$ cat config.mk
export PLATFORM = sky130hd
export DESIGN_NAME = lfsr_axis_src
export DESIGN_NICKNAME = d
export VERILOG_FILES = /design/src/rtl/lfsr_pkg.sv /design/src/rtl/lfsr_step.sv /design/src/rtl/lfsr_axis_src.sv
export SDC_FILE = /design/constraint.sdc
export NUM_CORES = 1
export LEC_CHECK = 0
export ABC_CLOCK_PERIOD_IN_PS = 2820
export BUFFER_PORTS_ARGS = -buffer_cell sky130_fd_sc_hd__buf_2
export CORE_MARGIN = 2
export CORE_UTILIZATION = 50
export CTS_CLUSTER_DIAMETER = 150
export CTS_CLUSTER_SIZE = 40
export DETAILED_ROUTE_END_ITERATION = 10
export PLACE_DENSITY = 0.77
export RECOVER_POWER = 25
export SLEW_MARGIN = 10
export SYNTH_ARGS = -nofsm -noshare
export SYNTH_HDL_FRONTEND = slang
export SYNTH_HIERARCHICAL = 1
export SYNTH_SLANG_ARGS = --single-unit
$ cat constraint.sdc
create_clock -name aclk -period 2.82 [get_ports aclk]
set_input_delay 0.282 -clock aclk [delete_from_list [all_inputs] [get_ports aclk]]
set_output_delay 0.282 -clock aclk [all_outputs]
set_load 0.05 [all_outputs]
$ cat src/rtl/lfsr_pkg.sv
// Shared definitions for the LFSR stimulus source: FSM state encoding and
// the default polynomial/seed used by the RTL and by reference models.
package lfsr_pkg;

    typedef enum logic [1:0] {
        IDLE   = 2'd0,
        RUN    = 2'd1,
        FINISH = 2'd2
    } lfsr_state_e;

    // x^32 + x^22 + x^2 + x + 1, right-shift Galois form
    localparam logic [31:0] LFSR_DEFAULT_TAPS = 32'h8020_0003;
    localparam logic [31:0] LFSR_DEFAULT_SEED = 32'h0000_0001;

endpackage

$ cat src/rtl/lfsr_step.sv
// One right-shift Galois LFSR step, purely combinational so the same
// next-state function can be reused wherever the sequence must be predicted.
module lfsr_step
    import lfsr_pkg::*;
#(
    parameter logic [31:0] TAPS = LFSR_DEFAULT_TAPS
) (
    input  logic [31:0] cur,
    output logic [31:0] nxt
);

    assign nxt = (cur >> 1) ^ (cur[0] ? TAPS : 32'h0);

endmodule

$ cat src/rtl/lfsr_axis_src.sv
// Pseudo-random AXI-Stream source: 32-bit Galois LFSR with seed/start/stop control.
// Define LFSR_AXIS_TLAST_EN to add m_axis_tlast marking the final beat of a run.
module lfsr_axis_src
    import lfsr_pkg::*;
#(
    parameter logic [31:0] TAPS         = LFSR_DEFAULT_TAPS,
    parameter logic [31:0] DEFAULT_SEED = LFSR_DEFAULT_SEED,
    parameter int          CNT_W        = 16
) (
    input  logic             aclk,
    input  logic             aresetn,
    input  logic [31:0]      seed,
    input  logic             load_seed,
    input  logic [CNT_W-1:0] num_samples,
    input  logic             start,
    input  logic             stop,
    output logic             busy,
    output logic             done,
    output logic [31:0]      m_axis_tdata,
    output logic             m_axis_tvalid,
    input  logic             m_axis_tready
`ifdef LFSR_AXIS_TLAST_EN
    ,
    output logic             m_axis_tlast
`endif
);

    lfsr_state_e      state;
    logic [31:0]      lfsr;
    logic [31:0]      lfsr_next;
    logic [CNT_W-1:0] count;
    logic [CNT_W-1:0] target;
    logic [CNT_W-1:0] cnt_inc;
    logic             stop_pend;
    logic             handshake;
    logic             hit_target;
    logic             run_end;

    lfsr_step #(.TAPS(TAPS)) u_step (
        .cur (lfsr),
        .nxt (lfsr_next)
    );

    assign m_axis_tdata = lfsr;
    assign cnt_inc      = count + CNT_W'(1);
    assign handshake    = (state == RUN) && m_axis_tvalid && m_axis_tready;
    assign hit_target   = (target != '0) && (cnt_inc == target);
    // A stop arriving on the handshake cycle ends the run with that beat.
    assign run_end      = hit_target || stop_pend || stop;

    // NOTE: clocked state uses non-blocking assignments so every register
    // samples pre-edge values regardless of statement order.
    always_ff @(posedge aclk or negedge aresetn) begin
        if (!aresetn) begin
            state         <= IDLE;
            lfsr          <= DEFAULT_SEED;
            count         <= '0;
            target        <= '0;
            stop_pend     <= 1'b0;
            busy          <= 1'b0;
            done          <= 1'b0;
            m_axis_tvalid <= 1'b0;
        end else begin
            done <= 1'b0;
            case (state)
                IDLE: begin
                    // Seed loads in the same edge as start, so the first beat carries it.
                    if (load_seed) begin
                        lfsr <= (seed == '0) ? DEFAULT_SEED : seed;
                    end
                    if (start) begin
                        target        <= num_samples;
                        count         <= '0;
                        state         <= RUN;
                        busy          <= 1'b1;
                        m_axis_tvalid <= 1'b1;
                    end
                end
                RUN: begin
                    if (handshake) begin
                        lfsr  <= lfsr_next;
                        count <= cnt_inc;
                        if (run_end) begin
                            state         <= FINISH;
                            busy          <= 1'b0;
                            done          <= 1'b1;
                            m_axis_tvalid <= 1'b0;
                        end
                    end else if (stop) begin
                        // tvalid may not drop until the outstanding beat is taken.
                        stop_pend <= 1'b1;
                    end
                end
                FINISH: begin
                    state     <= IDLE;
                    stop_pend <= 1'b0;
                end
                default: state <= IDLE;
            endcase
        end
    end

`ifdef LFSR_AXIS_TLAST_EN
    logic [CNT_W-1:0] cnt_inc2;

    assign cnt_inc2 = count + CNT_W'(2);

    // tlast describes the beat currently presented, so it only moves when a
    // new beat is presented or a stop makes the current beat the last one.
    always_ff @(posedge aclk or negedge aresetn) begin
        if (!aresetn) begin
            m_axis_tlast <= 1'b0;
        end else if ((state == IDLE) && start) begin
            m_axis_tlast <= (num_samples == CNT_W'(1));
        end else if (handshake) begin
            m_axis_tlast <= !run_end && (target != '0) && (cnt_inc2 == target);
        end else if ((state == RUN) && stop) begin
            m_axis_tlast <= 1'b1;
        end
    end
`endif

endmodule

==> results.cfg, run 1 <==
[pwr]
p_leak_nw = 2.11
peakVddDrop_mv = 0.793
p_total_mw = 5.25
p_per_area_nw_per_um2 = 1170

[timing]
worst_pin_slew_ns = 1.62
relSlewSlack = -0.0794
rsz0062_at_grt = false
min_period_ns = 2.50
clock.fmax_mhz = 399
final-setup-viol-count = 0
fin_skew_ns = 0.0100
timing.setup.tns_ns = 0
min_period_over_period = 0.888
report.final.slew_viol_count = 30
setup_slack_ns = 0.315
hold_viol = 0

[synth]
ys_types = 42
synthesis.nets = 494
netlist_instances = 439
synth_top_flop_cell = dfrtp_1
synthTopCellsByArea = dfrtp_1 43%, nand2_1 9.2%, o21ai_0 7.7%, mux2i_1 6.9%, buf_4 6.3%
synth_edf_count = 0
synth_seq_cells = 69
synth.avg_cell_area_um2 = 8.98
yosysTopAreaCell = dfrtp_1
async_reset_ff_frac = 1.00
synth_top_area_share = 0.431
seq_area_frac_synth = 0.438
yosysWarnings = 6
syn_area_um2 = 3940

[clocking]
htreeDepth = 3
clock_path_buffers = 2
clock_sink_count = 69
cts_tree = done
clkTransAtPathRegs_ns = 0.08
cts_buffers = 9
clock_latency_ns = 0.35
cts_resized = 0
cts_root_buf = clkbuf_8

[critical_path]
crit_path_max_fanout = 8
crit_path_start_kind = flip-flop
arrival_ns = 2.79
crit_type = reg -> reg
critPathRequiredTime_ns = 3.11
cp-end-kind = flip-flop

[die]
fp.dieH_um = 92.8
fp.coreArea_um2 = 7690
io_pins = 89
rows = 32
dieArea_um2 = 8610
initial_core_util = 0.513
die_x_um = 92.8

[grt]
grt_pass1_vias = 3302
grtUsageMet2 = 0.374
grt_pass1_wl_mm = 15.7
antenna_found_initial = 0
use_met3 = 0.0488
grtUsageMet1 = 0.288
grt_max_degree = 65
grt.total_usage = 0.230
grt_busiest_layer = met2
grt_overflow_total = 0

[detailed_routing]
drt_pass1_iterations = 4
wl_mm = 9.28
ant_nets = 0
wire_per_inst_um = 15.5
route.detailed.drc = 0
vias_per_cell = 5.60
drt_iter0_markers = 206
num_vias = 3357

[layout]
final_cell_mix = 97 x nand2_1, 72 x buf_2, 68 x dfrtp_1, 61 x o21ai_0, 27 x mux2i_1
diodes = 0
nFillCells = 709
design_area_um2 = 4470
final_common_cell = nand2_1
syn2layout_area_growth_pct = 13.4
drive_gt1_frac = 0.215
fin_nets = 548
utilization = 0.582

[placement]
numPortBuffers = 88
placed_area_um2 = 4260
dp_hpwl_mm = 6.89
place_congestion = 0.929
place_ws_ns = 0.340

[min_path]
min_path_type = in -> reg

[run]
cap_viol_max_count = 1

[run_status]
violations = max-capacitance violations, max-slew violations
outcome = finished, violations left
[cells in the mapped netlist, types with 2 or more instances]
library cell,number
a22oi_1,4
a31oi_1,5
and2_1,2
and3_1,3
buf_2,3
buf_4,33
clkbuf_1,18
clkbuf_2,2
dfrtp_1,68
inv_1,2
mux2i_1,27
nand2_1,97
nand3_1,2
nand4_1,7
nand4b_1,2
nor2_1,18
nor2b_1,3
nor3_1,4
nor3b_1,2
nor4_1,17
nor4_4,2
o211ai_1,3
o21ai_0,61
o31ai_1,8
o41ai_1,3
or3_1,2
or4_1,3
xnor2_1,15
xor2_1,10
[power breakdown]
| part | switching [mW] | leakage [nW] | internal, mW |
|---|---|---|---|
| Clock | 0.410 | 0.106 | 0.502 |
| Combinational | 1.79 | 1.13 | 0.788 |
| Sequential | 0.387 | 0.879 | 1.37 |
| Total | 2.59 | 2.11 | 2.66 |
[final cells by class]
| cell class | instances | area, um2 | area share |
|---|---|---|---|
| tap | 102 | 128 | 0.0285 |
| sequential | 69 | 1730 | 0.386 |
| timing repair buffer | 100 | 513 | 0.115 |
| clock inverter | 7 | 97.6 | 0.0218 |
| clock buffer | 9 | 124 | 0.0277 |
| inverter | 2 | 7.51 | 0.00168 |
| multi-input combinational | 311 | 1880 | 0.419 |
[routing by layer]
metal	part of all wire	wire, um
met4	0.035	325
met5	0	0
met1	0.43	3980
met2	0.48	4460
met3	0.055	507
[worst paths after layout]
kind	startpoint	endpoint	slack (ns)	cells past startpoint
max	count[0]	done	0.32	7
min	num_samples[8]	target[8]	0.12	3
max reg2reg	count[0]	done	0.32	7
min reg2reg	m_axis_tdata[25]	m_axis_tdata[25]	0.51	2
max in group asynchronous	aresetn	count[4]	0.87	3
min in group asynchronous	aresetn	m_axis_tdata[3]	0.87	2
[what timing repair did]
item | 4_1_cts | 5_1_grt
hold buffers | 1 | 0
endpoints found under the hold margin | 26 | 0
buffers inserted | 0 | 0
[critical path: stages, from the launching register on]
cell,delay (ns)
dfrtp_1,0.48
ha_1,0.34
nand3_1,0.14
or3_1,0.39
nor4_1,0.28
o211ai_1,0.14
or4_1,0.58
nand2_1,0.09
[logic make-up (layout without fill, tap and decap cells)]
logic type,Yosys count,count (layout),synth area share
compound gates,91,91,0.136
simple gates,167,167,0.207
buf+inv,59,118,0.0911
flops,69,69,0.438
mux,27,27,0.0685
fa+ha+maj,1,1,0.00317
xor+xnor,25,25,0.0555
[sequential cells by signal, summed over array words and instances (netlist names)]
name and flops:
m_axis_tvalid 1, done 1, state 2, count 16, m_axis_tdata 32, target 16, stop_pend 1
[per-stage QoR]
step	cells	hold slack, ns
after floorplan	439	-0.0136
after global placement	583	0.354
after detailed placement	583	0.354
after CTS	600	0.114
after global routing	600	0.128
final	600	0.124
Power figures use the tool's default switching activity.
==> inputs of run 2 (changes only) <==
Settings changed: ABC_CLOCK_PERIOD_IN_PS 2820 to 2200, CORE_UTILIZATION 50 to 49, CTS_BUF_LIST from default to sky130_fd_sc_hd__clkbuf_4 sky130_fd_sc_hd__clkbuf_8 sky130_fd_sc_hd__clkbuf_16, PLACE_DENSITY 0.77 to 0.78.
Clock period 2.82 ns to 2.2 ns, I/O delays scaled along.
==> results.cfg, run 2 (same netlist as run 1, synthesis figures left out) <==
[critical_path]
cp.depth = 7
slowest_delay_ns = 0.54
cp.buffers_inverters = 1
arrival_ns = 2.49
crit_path_max_fanout = 6
critPathRequiredTime_ns = 2.50
crit_slowest_cell = or4_1
r2r_cells = 7
crit_type = reg -> reg
cp-end-kind = flip-flop
crit_path_start_kind = flip-flop
cp_cell_sequence = buf_4 > nand4_1 > or4_4 > xnor2_1 > o211ai_1 > or4_1 > nand2_1
path_delay_family = simple AND/OR/NAND/NOR gates

[timing]
hold_viol = 0
report.final.slew_viol_count = 0
clock.fmax_mhz = 456
timing.setup.tns_ns = 0
min_period_ns = 2.19
setup_slack_ns = 0.00933
worst_pin_slew_ns = 1.48
min_period_over_period = 0.996
fin_skew_ns = 0.0125
rsz0062_at_grt = true
relSlewSlack = 0.0153
final-setup-viol-count = 0

[die]
dieArea_um2 = 8780
io_pins = 89
rows = 32
fp.dieH_um = 93.7
initial_core_util = 0.508
die_x_um = 93.7
fp.coreArea_um2 = 7770

[clocking]
cts_tree = done
cts_root_buf = clkbuf_8
clock_path_buffers = 2
htreeDepth = 3
cts_buffers = 9
clock_latency_ns = 0.35
clock_sink_count = 69
clkTransAtPathRegs_ns = 0.08

[pwr]
p_per_area_nw_per_um2 = 1380
peakVddDrop_mv = 0.870
p_total_mw = 6.75
p_leak_nw = 2.36

[detailed_routing]
wire_per_inst_um = 15.6
drt_pass1_iterations = 4
wl_mm = 9.98
vias_per_cell = 5.54
drt_iter0_markers = 199
route.detailed.drc = 0
num_vias = 3540
ant_nets = 0

[layout]
final_cell_mix = 97 x nand2_1, 87 x buf_2, 62 x dfrtp_1, 60 x o21ai_0, 44 x buf_4
diodes = 0
utilization = 0.629
final_common_cell = nand2_1
syn2layout_area_growth_pct = 23.8
nFillCells = 668
fin_nets = 588
largest_reg_flops = 32
drive_gt1_frac = 0.328

[grt]
grt.total_usage = 0.236
grt_overflow_total = 0
antenna_found_initial = 0
grt_pass1_wl_mm = 16.2
grt_max_degree = 65
grt_pass1_vias = 3355

[placement]
dp_hpwl_mm = 7.09
place_ws_ns = -0.0698
numPortBuffers = 88
place_congestion = 0.900

[run]
cap_viol_max_count = 0

[min_path]
min_path_type = in -> reg
hold_depth = 3

[run_status]
outcome = finished clean
[run 2: changes by cell type in the layout (fill, tap and decap cells not counted), moves of 2 or more]
cell | before | now
buf_4 | 11 | 44
buf_2 | 72 | 87
clkbuf_1 | 16 | 2
dfrtp_1 | 68 | 62
dfrtp_2 | 0 | 6
buf_12 | 0 | 3
buf_6 | 0 | 2
bufinv_16 | 2 | 0
[run 2: repair_timing]
item / in CTS / in global routing
gates resized for setup: 7 / 11
cloned: 0 / 0
setup buffers: 3 / 1
endpoints found under the setup margin: 3 / 4
pin swaps: 2 / 3
endpoints found under the hold margin: 68 / 0
hold buffers: 1 / 0
[run 2: cell type report]
type                       count  area [um2]  area share
clock buffer                  11         145      0.0297
clock inverter                 4        32.5     0.00666
timing repair buffer         140         871       0.178
sequential                    69        1740       0.355
tap                          102         128      0.0261
inverter                       2        7.51     0.00154
multi-input combinational    311        1960       0.402
[run 2: per-layer routing]
layer,track usage,vias up,part of all wire
met5,0,-,0
met4,0.0894,0,0.028
met3,0.0594,25,0.049
met2,0.361,98,0.48
met1,0.325,1714,0.44
li1,-,1703,-
[run 2: final timing paths]
path                                       start          endpoint  slack [ns]
worst max-delay path                    count[7]          state[1]       0.009
worst min-delay path              num_samples[4]         target[4]        0.06
worst max register to register          count[7]          state[1]       0.009
worst min register to register  m_axis_tdata[29]  m_axis_tdata[29]        0.51
max in group asynchronous                aresetn          count[3]        0.33
min in group asynchronous                aresetn  m_axis_tdata[10]        0.71
[run 2: worst reg2reg max path, cell delays in order (launching register included)]
cell and delay (ns):
dfrtp_1 0.45, buf_4 0.18, nand4_1 0.13, or4_4 0.45, xnor2_1 0.16, o211ai_1 0.15
or4_1 0.54, nand2_1 0.08
[run 2: stage by stage]
step / std cells / hold slack, ns / cell area (um2)
after floorplan: 439 / -0.0756 / 3970
after global placement: 619 / 0.247 / 4570
after detailed placement: 619 / 0.253 / 4570
after CTS: 638 / 0.0432 / 4830
after global routing: 639 / 0.0483 / 4880
final: 639 / 0.0562 / 4880
[run 2: report_power, final]
part / internal (mW) / switching, mW
clock network: 0.452 / 0.499
registers: 1.76 / 0.468
logic: 1.19 / 2.38
